`config.mk`:
```
export PLATFORM = sky130hd
export DESIGN_NAME = rand_arbiter
export DESIGN_NICKNAME = d
export VERILOG_FILES = /design/src/rtl/rand_arbiter.sv
export SDC_FILE = /design/constraint.sdc
export NUM_CORES = 1
export LEC_CHECK = 0
export BUFFER_PORTS_ARGS = -buffer_cell sky130_fd_sc_hd__buf_2
export CORE_MARGIN = 1
export CORE_UTILIZATION = 54
export DETAILED_ROUTE_END_ITERATION = 7
export GPL_TIMING_DRIVEN = 0
export PLACE_DENSITY = 0.81
export SLEW_MARGIN = 10
export SYNTH_ARGS = -nofsm -noshare
export SYNTH_HDL_FRONTEND = slang
export SYNTH_SLANG_ARGS = --single-unit
```
`constraint.sdc`:
```
create_clock -name CLOCK_50 -period 5.2 [get_ports CLOCK_50]
set_clock_uncertainty 0.2 [all_clocks]
set_input_delay 0.26 -clock CLOCK_50 [delete_from_list [all_inputs] [get_ports CLOCK_50]]
set_output_delay 0.26 -clock CLOCK_50 [all_outputs]
set_load 0.02 [all_outputs]
```
`src/rtl/rand_arbiter.sv`:
```
// rand_arbiter: shared bounded random-value server for the bowling game.
// One free-running 8-bit LFSR feeds every consumer; requesters are served
// round-robin through a level req / one-cycle ack handshake and receive a
// value in 1..MAXV drawn from the LFSR during the accepting DRAW cycle.
//
// state   | meaning
// --------+-----------------------------------------------------------------
// ST_IDLE | waiting for any req; picks first set req at/after rr_ptr
// ST_DRAW | sampling LFSR each cycle until a sample is in range (or capped)
// ST_ACK  | one-cycle ack to the granted requester; advances rr_ptr
module rand_arbiter #(
  parameter int          NREQ = 4,
  parameter int          MAXV = 4,
  parameter int          SW   = 2,
  parameter int          VW   = 3,
  parameter logic [7:0]  SEED = 8'h01
) (
  input  logic                    CLOCK_50,
  input  logic                    reset,
  input  logic [NREQ-1:0]         req,
  output logic [NREQ-1:0]         ack,
  output logic [VW-1:0]           rand_val,
  output logic [$clog2(NREQ)-1:0] gnt_id,
  output logic                    busy,
  output logic [7:0]              lfsr_q
);

  localparam int         IW       = $clog2(NREQ);
  // Sixteenth consecutive reject is forced into range instead of retrying.
  localparam logic [3:0] REJ_LAST = 4'd15;

  typedef enum logic [1:0] {
    ST_IDLE = 2'd0,
    ST_DRAW = 2'd1,
    ST_ACK  = 2'd2
  } state_t;

  state_t          r_state;
  state_t          w_state_nxt;
  logic [7:0]      r_lfsr;
  logic [IW-1:0]   r_rr_ptr;
  logic [IW-1:0]   w_rr_nxt;
  logic [IW-1:0]   r_gnt_id;
  logic [IW-1:0]   w_gnt_nxt;
  logic [IW-1:0]   w_pick;
  logic            w_pick_vld;
  logic [3:0]      r_rej_cnt;
  logic [3:0]      w_rej_nxt;
  logic [VW-1:0]   r_rand_val;
  logic [VW-1:0]   w_val_nxt;
  logic [NREQ-1:0] r_ack;
  logic [NREQ-1:0] w_ack_nxt;
  logic [NREQ-1:0] w_onehot;
  logic            r_busy;
  logic [SW-1:0]   w_s;
  logic [31:0]     w_s_u;
  logic            w_in_range;
  logic [VW-1:0]   w_val_acc;
  logic [VW-1:0]   w_val_cap;

  // Sample and candidate values derived from the LFSR as seen in this cycle.
  // The capped value folds s in MAXV..2*MAXV-1 back onto 1..MAXV.
  assign w_s        = r_lfsr[SW-1:0];
  assign w_s_u      = 32'(w_s);
  assign w_in_range = (w_s_u < 32'(MAXV));
  assign w_val_acc  = VW'(w_s_u + 32'd1);
  assign w_val_cap  = VW'(w_s_u - 32'(MAXV) + 32'd1);
  assign w_onehot   = NREQ'(1) << r_gnt_id;

  // LFSR x^8+x^6+x^5+x^4+1, free-running in every state.
  always_ff @(posedge CLOCK_50 or posedge reset) begin
    if (reset) begin
      r_lfsr <= SEED;
    end else begin
      r_lfsr <= {r_lfsr[6:0], r_lfsr[7] ^ r_lfsr[5] ^ r_lfsr[4] ^ r_lfsr[3]};
    end
  end

  // Round-robin search: first set req at or after rr_ptr, circularly.
  // Scanning from the far end lets the nearest hit overwrite the others.
  always_comb begin
    logic [IW-1:0] idx;
    w_pick     = '0;
    w_pick_vld = 1'b0;
    idx        = '0;
    for (int k = NREQ - 1; k >= 0; k--) begin
      idx = IW'((int'(r_rr_ptr) + k) % NREQ);
      if (req[idx]) begin
        w_pick     = idx;
        w_pick_vld = 1'b1;
      end
    end
  end

  // FSM next-state and next register values.
  always_comb begin
    w_state_nxt = r_state;
    w_gnt_nxt   = r_gnt_id;
    w_rr_nxt    = r_rr_ptr;
    w_rej_nxt   = r_rej_cnt;
    w_val_nxt   = r_rand_val;
    w_ack_nxt   = '0;
    case (r_state)
      ST_IDLE: begin
        if (w_pick_vld) begin
          w_gnt_nxt   = w_pick;
          w_rej_nxt   = '0;
          w_state_nxt = ST_DRAW;
        end
      end
      ST_DRAW: begin
        if (!req[r_gnt_id]) begin
          // Requester withdrew: abandon the draw, rr_ptr stays put.
          w_state_nxt = ST_IDLE;
        end else if (w_in_range) begin
          w_val_nxt   = w_val_acc;
          w_ack_nxt   = w_onehot;
          w_state_nxt = ST_ACK;
        end else if (r_rej_cnt == REJ_LAST) begin
          w_val_nxt   = w_val_cap;
          w_ack_nxt   = w_onehot;
          w_state_nxt = ST_ACK;
        end else begin
          w_rej_nxt = r_rej_cnt + 4'd1;
        end
      end
      ST_ACK: begin
        w_rr_nxt    = IW'((int'(r_gnt_id) + 1) % NREQ);
        w_state_nxt = ST_IDLE;
      end
      default: begin
        w_state_nxt = ST_IDLE;
      end
    endcase
  end

  // State and registered outputs; ack/busy are registered from next state
  // so they line up with the ACK / DRAW+ACK cycles.
  always_ff @(posedge CLOCK_50 or posedge reset) begin
    if (reset) begin
      r_state    <= ST_IDLE;
      r_gnt_id   <= '0;
      r_rr_ptr   <= '0;
      r_rej_cnt  <= '0;
      r_rand_val <= '0;
      r_ack      <= '0;
      r_busy     <= 1'b0;
    end else begin
      r_state    <= w_state_nxt;
      r_gnt_id   <= w_gnt_nxt;
      r_rr_ptr   <= w_rr_nxt;
      r_rej_cnt  <= w_rej_nxt;
      r_rand_val <= w_val_nxt;
      r_ack      <= w_ack_nxt;
      r_busy     <= (w_state_nxt != ST_IDLE);
    end
  end

  assign ack      = r_ack;
  assign rand_val = r_rand_val;
  assign gnt_id   = r_gnt_id;
  assign busy     = r_busy;
  assign lfsr_q   = r_lfsr;

endmodule

```
# Word-level counts from Yosys, hierarchy flattened
# Index checks and enable logic that the tools add are counted.
[classes]
n_addsub = 8
bitwise = 3
div = 0
n_mux = 34
eq_ne = 7
n_reduce_logical = 7
shifts = 1
magnitude_cmp = 6
n_mul = 0
[op_table]
columns = ["op", "count"]
rows = [
  ["$mux 4", 8],
  ["$lt 2x3->1 const B", 6],
  ["$mux 2", 8],
  ["$bmux 1 s2", 5],
  ["$mux 1", 9],
  ["$ne 2x2->1 const B", 4],
  ["$pmux 4 s2", 1],
  ["$mux 3", 2],
  ["$reduce_bool 2->1", 3],
  ["$reduce_and 5->1", 1],
  ["$add 2x1->2 const B", 2],
  ["$add 2x2->2 const B", 2],
  ["$add 4x1->4 const B", 1],
  ["$eq 4x4->1 const B", 1],
  ["$pmux 2 s2", 1],
  ["$shl 1x2->4 const A", 1],
  ["$add 2x1->3 const B", 1],
  ["$add 3x2->3 const B", 1],
  ["$reduce_and 3->1", 1],
  ["$sub 2x3->3 const B", 1],
  ["$xor 1x1->1", 3],
  ["$eq 2x1->1 const B", 1],
  ["$eq 2x2->1 const B", 1],
  ["$logic_not 2->1", 1],
  ["$reduce_and 2->1", 1],
]
[totals]
memories = 0
out_inout_bits = 18
inputBits = 6
rom_bits = 0
ramBits = 0
reg_bits = 26
latchBits = 0
elab_cells = 74

# Longest topological paths before layout
# Gate-level depths: netlist of run 1.
[depth]
depth_word = 10
depth_mapped = 3
depth_no_buf = 3

# Worst setup path before layout of run 1
# No wires, ideal clock.
[synth_path]
path_kind = "flip-flop to flip-flop"
startpoint = "register r_gnt_id[1], in the netlist gnt_id[1]"
endpoint = "register r_rand_val[1], in the netlist rand_val[1]"
arrival_ns = 1.435
period_less_slack_ns = 1.760
n_path_buf = 0
setup_time_ns = 0.125
stages_incl_launch_ff = 4
setup_slack_ns = 3.440
cell_sequence = "dfrtp_1 or3b_4 o22ai_4 mux2_4"
[synth_via]
elab_chain_cells = 3
[synth_lines]
columns = ["element", "line", "source"]
rows = [
  ["start: declaration", "43", "logic [IW-1:0] r_gnt_id;"],
  ["start signal: assignment", "150", "r_gnt_id <= w_gnt_nxt;"],
  ["$bmux 1 s2", "112", "if (!req[r_gnt_id]) begin"],
  ["$mux 1 (implied by the code)", "112", ""],
  ["$reduce_and 3->1 (no line)", "n/a", ""],
  ["end signal: assignment", "153", "r_rand_val <= w_val_nxt;"],
  ["end: declaration", "49", "logic [VW-1:0] r_rand_val;"],
]
# Every way passes these cells. The select of a mux whose other input is x is not followed.
# A chain may end at the register's enable or synchronous reset.

# Worst setup path after layout of run 1
[layout_path]
startpoint = "register r_gnt_id[1], in the netlist gnt_id[1]"
endpoint = "register r_rand_val[2], in the netlist rand_val[2]"
# The elaborated chain is that of the path after synthesis.

==> summary.md, run 1 <==
| Metric | Value |
|---|---|
| Maximum number of pins on one net before global-route repair | 23 |
| Crit share post-route | 0.341 |
| Logic pwr share | 0.317 |
| Most utilized layer in the global route result | met2 |
| Critical setup path kind | flop to flop |
| Area added between synthesis and finish | 21.3% |
| Global-route usage over all layers | 0.185 |
| Post-Synth XOR/XNOR Area | 0.0283 |
| Standard cell core area | 1560 um^2 |
| Switching Fraction | 0.337 |
| Met2 demand-to-capacity share in global routing | 0.321 |
| Y dimension of the die | around 43 um |
| Met1 usage in global routing | 0.209 |
| Source-to-sink clock delay at the later pin of the worst-skew pair | approximately 310 ps |
| Iteration count of the initial detailed-routing pass | 6 |
| PD cells | 484 nW/um^2 |
| Htree depth | 1 |
| Number of antenna diodes | 0 |
| Setup-failing EPs final | 0 |
| Effective utilization at floorplan | 0.596 |
| End point of the most critical hold path | gnt_id[0] |
| Via count of the first global-routing pass | 602 |
| Simple logic cell fraction of the synthesized area | 0.110 |
| Portion of synthesized cell area occupied by the leading cell type | 0.565 |
| Most frequent cell after synthesis | dfrtp_1 |
| Capture point of the worst reg-to-reg path | rand_val[2] |
| Fmax achieved | around 560 MHz |
| Count of vias placed by the detailed router | between 600 and 700 |
| Routed wire length | ~1500 um |
| Slowest cell on the critical path | dfrtp_1 |
| Clock Tree Buf Depth | 2 |
| Post-cts gate resize count | 0 |
| Leakage | approximately 0.62 nW |
| Cell family contributing the most delay on the critical path | flip-flops |
| Horizontal extent of the die | between 40 and 50 um |
| Transition time of the tightest slew-check pin | about 800 ps |
| Clock sinks | 22 |
| Area of the mapped netlist | about 930 um^2 |
| Internal power consumption | ~360 uW |
| Hold WS | roughly 130 ps |
| Final critical-path required period | between 1500 and 2000 ps |
| R2r worst-path depth | 3 |
| Number of clock buffers inserted by TritonCTS | 3 |
| Part of the power in registers | 0.444 |
| Clock transition at path regs | 130 ps |
| Cell Area, Placed | about 1100 um^2 |
| Post-detailed-route via-to-cell ratio | between 5 and 6 |
| Gate count after technology mapping | 69 |
| Mux cell area share after synthesis | 0.0875 |
| Buffer and inverter count on the worst path | 0 |
| Final std cell area, no fill | about 1100 um^2 |
| Top cells by instance count after synthesis | dfrtp_1 (21), inv_1 (6), ha_1 (5) |
| Violations in the final reports | DRC |
| Antenna violations before repair | 0 |
| Peak VDD IR | 307 uV |
| Initial DRC count | 13 |
| Max-slew headroom | 0.473 |
| Pins over their slew limit | 0 |
| Status | finished with violations |
| Weighted congestion reported at the end of routability-driven placement | ~0.83 |
| Per-cell routed wire length | between 10 and 15 um |
| Final TNS setup | 0 ps |
| Final Total Pwr | 545 uW |
| Crit start category | flop |
| Crit path max fanout | 9 |
| Die ar. | around 1900 um^2 |
| Warnings from Yosys | 0 |
| Depth of the critical timing path with buffers and inverters included | 3 |
| Hold path startpoint | req[3] |
| Average instance area after synthesis | 13.5 um^2 |
| Adder-cell area share of the yosys netlist | 0.0673 |
| Reported net switching power | 184 uW |
| Post-synth top flop | dfrtp_1 |
| Critical Path Max Stage Delay | around 470 ps |
| Post-synth cell types | 24 |
| Post-synthesis sequential element count | 22 |
| I/O Buffers | 23 |
| Final hold violation count | 0 |
| Unrepaired setup endpoints after global routing | no |
| Setup slack, reg-to-reg | 3430 ps |
| Arrival time of the worst setup path | roughly 1800 ps |
| Largest cells by area after synthesis | dfrtp_1 (57%), ha_1 (6.7%), mux2i_1 (4.3%) |
| Count of flip-flops with a built-in enable after synthesis | 0 |
| Residual DRC count | 5 |
| Post-Synthesis Net Count | 80 |
| CTS tree | done |
| Share of the yosys chip area belonging to registers | 0.594 |
| Synth area leader | dfrtp_1 |
| Fraction of layout instances using a drive strength above 1 | 0.351 |
| Final nets | ~110 |
| Root buffer cell | clkbuf_4 |
| Largest family of logic cells by synthesized area | simple AND/OR/NAND/NOR gates |
| Gr ovfl total | 0 |
| Min-Delay Path Class | primary input to flop |
| Number of rows in the core area | 14 |
| Number of top-level pins | 24 |
| Met3 track demand over resource in global routing | 0.0500 |
| Asr flop ratio synth | 1.00 |
| Startpoint of the most critical register-to-register path | gnt_id[1] |
| Count of antenna-violating nets left after detailed routing | 0 |
| Share of total power in the clock network | 0.239 |
| Detailed placer's ending HPWL | roughly 1100 um |
| Global-route wire length before repair | roughly 2500 um |
| Min-Delay Path Depth | 3 |
| Required @ worst endpoint | 5210 ps |
| Compound-Gate Fraction of Synth Area | 0.0888 |
| Cells along the critical path | or3b_4, o22ai_4, mux2_4 |
| Max-cap viol count | 0 |
| Kind of end point of the critical path | flop |
power groups by stage:
stage / logic, mW / registers [mW] / clock network [mW]
after floorplan: 0.110 / 0.260 / 0
after global placement: 0.168 / 0.244 / 0
after detailed placement: 0.174 / 0.245 / 0
after CTS: 0.174 / 0.242 / 0.131
after global routing: 0.191 / 0.248 / 0.138
final: 0.173 / 0.242 / 0.130
cell usage in the layout, fill, tap and decap left out:
master,netlist,final
o22ai_4,1,1
dlygate4sd3_1,0,1
dfstp_2,1,1
mux2_2,1,1
o31ai_1,3,3
nand2_1,2,2
o41ai_2,1,1
bufinv_16,0,1
nand2b_1,4,4
clkbuf_4,0,3
inv_1,6,6
mux2i_1,4,4
buf_2,0,23
nor4_1,1,1
nor2b_1,1,1
nor2_1,2,2
or3b_4,1,1
xor2_1,1,1
xnor2_1,2,2
or3_1,1,1
dfrtp_1,21,21
o21ai_0,1,1
nand3b_1,1,1
a21oi_1,2,2
ha_1,5,5
a311oi_1,1,1
mux2_4,2,2
and2_1,4,4
flip-flops by register name (all words and copies together), names as in the netlist:
name and cells:
ack 4, busy 1, gnt_id 2, lfsr_q 8, r_rr_ptr 2, r_state 2
rand_val 3
worst reg2reg max path, stage by stage (launching register included):
cell	delay [ps]
dfrtp_1	470
or3b_4	430
o22ai_4	260
mux2_4	340
layout make-up:
cell class | instances | area, um^2
sequential | 22 | 552
fill | 115 | 432
multi-input combinational | 41 | 355
timing repair buffer | 24 | 125
clock inverter | 1 | 30.0
clock buffer | 3 | 22.5
inverter | 6 | 22.5
tap | 16 | 20.0
how the worst max path moves through the flow:
stage,startpoint,end,slack (ps)
6_report,gnt_id[1],rand_val[2],3430
5_1_grt,gnt_id[1],rand_val[1],3380
4_1_cts,gnt_id[1],rand_val[2],3410
3_5_place_dp,gnt_id[1],rand_val[2],3430
3_3_place_gp,gnt_id[1],rand_val[1],3440
2_1_floorplan,gnt_id[1],rand_val[1],3440
through the flow:
| stage | util | std cells | setup slack, ps |
|---|---|---|---|
| 6_report | 0.723 | 113 | 3430 |
| 3_3_place_gp | 0.683 | 108 | 3440 |
| 3_5_place_dp | 0.683 | 108 | 3430 |
| 5_1_grt | 0.723 | 113 | 3380 |
| 2_1_floorplan | - | 69 | 3440 |
| 4_1_cts | 0.723 | 113 | 3410 |
layer usage:
metal,share of wire,vias to the layer above
met5,0,-
met4,0,0
met3,0.041,0
met2,0.49,17
met1,0.46,301
li1,-,294
logic make-up (layout without fill, tap and decap cells):
| logic type | Yosys count | count (layout) |
|---|---|---|
| flip-flops | 22 | 22 |
| AND/OR/NAND/NOR | 17 | 17 |
| AO/OA/AOI/OAI | 9 | 9 |
| multiplexers | 7 | 7 |
| buffers and inverters | 6 | 34 |
| adder cells (fa/ha/maj) | 5 | 5 |
| XOR/XNOR | 3 | 3 |
what timing repair did:
item,in CTS,in global routing
endpoints found under the hold margin,21,0
hold buffers,1,0
setup endpoints to repair,0,0
buffers inserted,0,0
No activity file was read; power rests on OpenSTA's default activity.
==> run 2, diff against run 1 <==
CORE_UTILIZATION = 50   (was 54)
PLACE_DENSITY = 0.76   (was 0.81)
clock period = 1.7 ns   (was 5.2 ns; I/O delays follow)
==> run 2 against run 1 <==
  * The flow now finishes without violations
  * Total power rose to 3.0 times the previous value
  * Hold slack improved by 47 ps
  * Critical path depth did not move
  * First-iteration DRC count fell by 38%
  * Clock-buffer cell count rose by 1
  * Die area rose by 7.6%
  * Register-to-register slack got worse by 3400 ps
  * Maximum frequency rose by 5.8%
  * Sequential power rose to 3.1 times the previous value
  * Setup slack got worse by 3400 ps
  * Clock power rose by 110%
  * Non-clock buffer count rose by 6
  * Highest routed layer is now met4
==> summary.md, run 2 (synthesis gave the netlist of run 1 again) <==
| Metric | Value |
|---|---|
| Leading cell type in the layout, fill and taps excluded | buf_2 |
| Hold path startpoint | lfsr_q[6] |
| Iteration count of the initial detailed-routing pass | 4 (-2) |
| Horizontal extent of the die | 45.1 um (+3.7%) |
| Final cell utilization of the core | 0.686 (-0.0369) |
| Source-to-sink clock delay at the later pin of the worst-skew pair | 290 ps (-20 ps) |
| Max-slew headroom | 0.485 (+0.0114) |
| Final hold violation count | 0 (unchanged) |
| Routed wire length | 1670 um (+12%) |
| Weighted congestion reported at the end of routability-driven placement | 0.796 (-4.6%) |
| Post-detailed-route via-to-cell ratio | 4.87 (-10%) |
| Required @ worst endpoint | 1690 ps (-3520 ps) |
| Pins over their slew limit | 0 (unchanged) |
| Via count of the first global-routing pass | 610 (+1.3%) |
| Unrepaired setup endpoints after global routing | yes |
| Final nets | 115 (+5.5%) |
| Initial DRC count | 8 (-5) |
| Global-route usage over all layers | 0.202 (+0.0168) |
| Number of top-level pins | 24 (unchanged) |
| Die ar. | 2040 um^2 (+7.6%) |
| Final Total Pwr | 1.61 mW (+200%) |
| End point of the most critical hold path | lfsr_q[7] |
| Clock transition at path regs | 110 ps (-20 ps) |
| PD cells | 1360 nW/um^2 (+180%) |
| Count of vias placed by the detailed router | 623 (+1.8%) |
| Setup-failing EPs final | 0 (unchanged) |
| Root buffer cell | clkbuf_4 |
| Fraction of layout instances using a drive strength above 1 | 0.388 (+0.0378) |
| Maximum number of pins on one net before global-route repair | 23 (unchanged) |
| Crit start category | flop |
| Final TNS setup | 0 ps (unchanged) |
| Min-Delay Path Depth | 0 (-3) |
| Gr ovfl total | 0 (unchanged) |
| Cell count after placement | 117 (+8.3%) |
| Final critical-path required period | 1680 ps (-96.7 ps) |
| Number of clock buffers inserted by TritonCTS | 3 (unchanged) |
| Antenna violations before repair | 0 (unchanged) |
| Crit path max fanout | 6 (-3) |
| Count of antenna-violating nets left after detailed routing | 0 (unchanged) |
| Per-cell routed wire length | 13.1 um (-1.5%) |
| Capture point of the worst reg-to-reg path | rand_val[2] |
| Commonest cells after routing, fill and taps aside | buf_2 (23), dfrtp_1 (18), inv_1 (6) |
| CTS tree | done |
| Arrival time of the worst setup path | 1670 ps (-110 ps) |
| Residual DRC count | 0 (-5) |
| Worst setup slack before clock tree synthesis | -52.8 ps (-3480 ps) |
| Post-route insts no fill | 128 (+13%) |
| Status | complete, no violations |
| Clock Tree Buf Depth | 2 (unchanged) |
| Y dimension of the die | 45.1 um (+3.7%) |
| Effective utilization at floorplan | 0.538 (-0.0579) |
| Number of flip-flops under the largest register name | 8 (unchanged) |
| Post-route worst setup slack | 23.0 ps (-3400 ps) |
| R2r worst-path depth | 3 (unchanged) |
| Critical setup path kind | flop to flop |
| Number of rows in the core area | 15 (+1) |
| Leakage | 0.635 nW (+2.6%) |
| Detailed placer's ending HPWL | 1050 um (-3.6%) |
| Max-cap viol count | 0 (unchanged) |
| Peak VDD IR | 673 uV (+120%) |
| Startpoint of the most critical register-to-register path | r_state[1] |
| Htree depth | 1 (unchanged) |
| Fmax achieved | 596 MHz (+5.8%) |
| Clock sinks | 22 (unchanged) |
| Setup slack, reg-to-reg | 20 ps (-3400 ps) |
| Kind of end point of the critical path | flop |
| Fillcell total | 141 (+23%) |
| Min-Delay Path Class | flop to flop |
| Crit share post-route | 0.986 (+0.645) |
| Global-route wire length before repair | 2770 um (+12%) |
| Transition time of the tightest slew-check pin | 772 ps (-17.1 ps) |
| Number of antenna diodes | 0 (unchanged) |
| Area added between synthesis and finish | 27.5% |
| I/O Buffers | 23 (unchanged) |
| Standard cell core area | 1730 um^2 (+11%) |
[run 2: changes by cell type in the layout (fill, tap and decap cells not counted)]
cell           previous run  this run
dlygate4sd3_1             1         5
dfrtp_1                  21        18
dfrtp_2                   0         3
buf_4                     0         2
bufinv_16                 1         0
clkbuf_8                  0         1
mux2i_1                   4         3
mux2i_2                   0         1
[run 2: metrics by stage]
| step | hold slack, ps | instance area (um^2) |
|---|---|---|
| 4_1_cts | 185 | 1180 |
| 5_1_grt | 194 | 1180 |
| 3_3_place_gp | 52.6 | 1080 |
| 6_report | 181 | 1180 |
| 3_5_place_dp | 60.5 | 1080 |
| 2_1_floorplan | -127 | 931 |
[run 2: how the worst max path moves through the flow]
stage	from	endpoint	slack (ps)
after global routing	r_state[0]	rand_val[2]	-20
after global placement	gnt_id[1]	rand_val[1]	-50
after CTS	r_state[1]	rand_val[2]	2
after floorplan	gnt_id[1]	rand_val[1]	-20
final	r_state[1]	rand_val[2]	20
after detailed placement	gnt_id[1]	rand_val[2]	-50
[run 2: cell type report]
type / count / area [um^2] / share of cell area
repair buffers: 30 / 180 / 0.152
flip-flops and latches: 22 / 556 / 0.469
clock buffers: 4 / 36.3 / 0.0306
multi-input cells: 41 / 359 / 0.303
inverters: 6 / 22.5 / 0.0190
well taps: 25 / 31.3 / 0.0264
[run 2: layer usage]
| metal | up-vias | wire length (um) | track usage |
|---|---|---|---|
| li1 | 303 | - | - |
| met1 | 297 | 735 | 0.249 |
| met2 | 21 | 832 | 0.319 |
| met3 | 2 | 82 | 0.0680 |
| met4 | 0 | 21 | 0.0970 |
| met5 | - | 0 | 0 |
[run 2: report_power, final]
part / leakage (nW) / total, mW / switching (mW) / internal, mW
logic: 0.332 / 0.603 / 0.322 / 0.281
registers: 0.282 / 0.742 / 0.109 / 0.633
clock network: 0.0210 / 0.270 / 0.140 / 0.130
[run 2: timing repair]
action / CTS / global route
hold buffers: 5 / 0
endpoints found under the hold margin: 23 / 0
resized for setup: 1 / 2
pin swaps: 1 / 1
setup endpoints to repair: 2 / 7
buffers inserted: 2 / 0
[run 2: worst max-delay path, stage by stage, from the launching register on]
cell	delay [ps]
dfrtp_2	460
or3b_4	390
o22ai_4	200
mux2_4	320
==> run 3, diff against run 2 <==
CORE_ASPECT_RATIO = 1.2   (was unset)
PLACE_DENSITY = 0.81   (was 0.76)
==> run 3 against run 2 <==
  * Total power up 4.5%
  * Combinational power up 11%
  * Sequential share of layout area down 0.68 points
  * Critical endpoint is now rand_val[1]
  * Setup slack better by 24 ps
  * Maximum frequency grew 1.4%
  * Utilization increased by 2.9 points
  * Non-clock buffer count is 4 higher
  * Sequential cell count stayed put
  * Cell count down 2.3%
  * Hold slack improved by 2.1 ps
  * Critical path depth did not move
  * Largest power group unchanged
==> summary.md, run 3 (synthesis gave the netlist of run 1 again) <==
| Metric | Value |
|---|---|
| Max-cap viol count | 0 (unchanged) |
| Max-slew headroom | 0.467 (-0.0178) |
| Post-detailed-route via-to-cell ratio | 5.15 (+5.9%) |
| Routed wire length | 1700 um (+1.4%) |
| Cell family contributing the most delay on the critical path | flip-flops |
| Crit path max fanout | 4 (-2) |
| Post-route insts no fill | 125 (-2.3%) |
| Clock transition at path regs | 110 ps (about the same) |
| Final nets | 119 (+3.5%) |
| Slowest cell on the critical path | dfrtp_2 |
| Die ar. | 2040 um^2 (about the same) |
| Antenna violations before repair | 0 (unchanged) |
| Detailed placer's ending HPWL | 1080 um (+2.8%) |
| Status | complete, no violations |
| Clock Tree Buf Depth | 2 (unchanged) |
| Fraction of layout instances using a drive strength above 1 | 0.402 (+0.0135) |
| Htree depth | 1 (unchanged) |
| Pins over their slew limit | 0 (unchanged) |
| Required @ worst endpoint | 1700 ps (about the same) |
| Horizontal extent of the die | 41.4 um (-8.3%) |
| Standard cell core area | 1680 um^2 (-2.6%) |
| Per-cell routed wire length | 13.6 um (+3.8%) |
| Peak VDD IR | 800 uV (+19%) |
| Crit start category | flop |
| Area of the multi-input gates | 355 um^2 (-1.0%) |
| Weighted congestion reported at the end of routability-driven placement | 0.700 (-12%) |
| Capture point of the worst reg-to-reg path | rand_val[1] |
| Min-Delay Path Depth | 0 (unchanged) |
| Final std cell area, no fill | 1200 um^2 (+1.5%) |
| Cell count after placement | 110 (-6.0%) |
| Global-route usage over all layers | 0.205 (+0.00316) |
| Effective utilization at floorplan | 0.553 (+0.0144) |
| PD cells | 1400 nW/um^2 (+2.9%) |
| Sequential Area | 556 um^2 (unchanged) |
| I/O Buffers | 23 (unchanged) |
| Leading cell type in the layout, fill and taps excluded | buf_2 |
| Critical setup path kind | flop to flop |
| Number of top-level pins | 24 (unchanged) |
| Final critical-path required period | 1650 ps (-23.5 ps) |
| Final Total Pwr | 1.69 mW (+4.5%) |
| Hold path startpoint | lfsr_q[6] |
| Critical Path Max Stage Delay | 430 ps (-30 ps) |
| Y dimension of the die | 49.2 um (+9.1%) |
| Count of antenna-violating nets left after detailed routing | 0 (unchanged) |
| Switching Fraction | 0.350 (-0.00328) |
| Maximum number of pins on one net before global-route repair | 23 (unchanged) |
| Cells along the critical path | or3b_4, o22ai_4, mux2_4 |
| Startpoint of the most critical register-to-register path | gnt_id[1] |
| Share of total power in the clock network | 0.167 (about the same) |
| Final hold violation count | 0 (unchanged) |
| Number of flip-flops under the largest register name | 8 (unchanged) |
| Part of the power in registers | 0.437 (-0.022) |
| Logic pwr share | 0.396 (+0.022) |
| Unrepaired setup endpoints after global routing | yes |
| Gr ovfl total | 0 (unchanged) |
| Number of rows in the core area | 16 (+1) |
| End point of the most critical hold path | lfsr_q[7] |
| Setup slack, reg-to-reg | 50 ps (+20 ps) |
| Area added between synthesis and finish | 29.3% |
| Count of vias placed by the detailed router | 644 (+3.4%) |
| Fmax achieved | 605 MHz (+1.4%) |
| Kind of end point of the critical path | flop |
| Transition time of the tightest slew-check pin | 799 ps (+26.6 ps) |
| Cell Area, Placed | 1070 um^2 (-0.81%) |
| Buffer and inverter count on the worst path | 0 (unchanged) |
| CTS tree | done |
| Final TNS setup | 0 ps (unchanged) |
| Leakage | 0.656 nW (+3.3%) |
| Clock sinks | 22 (unchanged) |
| Crit share post-route | 0.973 (-0.0138) |
| Source-to-sink clock delay at the later pin of the worst-skew pair | 300 ps (about the same) |
| Residual DRC count | 0 (unchanged) |
| Reported net switching power | 590 uW (+3.5%) |
| Global-route wire length before repair | 2770 um (+0.25%) |
| Commonest cells after routing, fill and taps aside | buf_2 (23), dfrtp_1 (18), inv_1 (6), buf_4 (6) |
| Fillcell total | 132 (-6.4%) |
| Setup-failing EPs final | 0 (unchanged) |
| Arrival time of the worst setup path | 1660 ps (about the same) |
| Via count of the first global-routing pass | 632 (+3.6%) |
| Min-Delay Path Class | flop to flop |
| Internal power consumption | 1.10 mW (+5.0%) |
| R2r worst-path depth | 3 (unchanged) |
| Number of clock buffers inserted by TritonCTS | 3 (unchanged) |
| Initial DRC count | 4 (-4) |
| Root buffer cell | clkbuf_4 |
| Iteration count of the initial detailed-routing pass | 4 (unchanged) |
| Number of antenna diodes | 0 (unchanged) |
[run 3: cell types whose count changed in the layout (fill, tap and decap cells not counted), sizes merged]
cell	before	now
buf	25	29
[run 3: repair_timing]
item | 4_1_cts | 5_1_grt
pin swaps | 1 | 1
hold buffers | 6 | 0
endpoints found under the hold margin | 23 | 0
endpoints found under the setup margin | 2 | 9
gates resized for setup | 0 | 2
setup buffers | 5 | 1
[run 3: layout make-up]
cell class	count	area share
well taps	18	0.0187
clock buffers	4	0.0302
flip-flops and latches	22	0.462
inverters	6	0.0187
multi-input cells	41	0.296
repair buffers	34	0.175
[run 3: power groups by stage]
stage / Combinational (mW) / Clock, mW / Sequential (mW)
final: 0.669 / 0.282 / 0.737
after global routing: 0.740 / 0.314 / 0.752
after CTS: 0.670 / 0.292 / 0.724
after detailed placement: 0.527 / 0 / 0.758
after global placement: 0.506 / 0 / 0.752
after floorplan: 0.337 / 0 / 0.799
[run 3: through the flow]
stage / hold slack (ps) / worst slack (ps) / utilization
floorplan: -127 / -21.4 / -
global placement: 54.0 / -33.6 / 0.635
detailed placement: 68.7 / -59.3 / 0.635
CTS: 192 / 13.2 / 0.715
global route: 209 / -23.7 / 0.715
finish: 184 / 46.6 / 0.715
[run 3: worst max-delay path by stage]
stage               cells after the start  startpoint           to  slack (ps)
floorplan                               3   gnt_id[1]  rand_val[1]         -20
global placement                        3   gnt_id[1]  rand_val[1]         -30
detailed placement                      3   gnt_id[1]  rand_val[1]         -60
CTS                                     4   gnt_id[0]       ack[3]          10
global route                            4   gnt_id[1]  rand_val[0]         -20
finish                                  3   gnt_id[1]  rand_val[1]          50
[run 3: per-layer routing]
| metal | wire [um] | global-route usage |
|---|---|---|
| met3 | 55 | 0.0411 |
| met1 | 680 | 0.234 |
| met4 | 24 | 0.0806 |
| met2 | 935 | 0.349 |
| met5 | 0 | 0 |
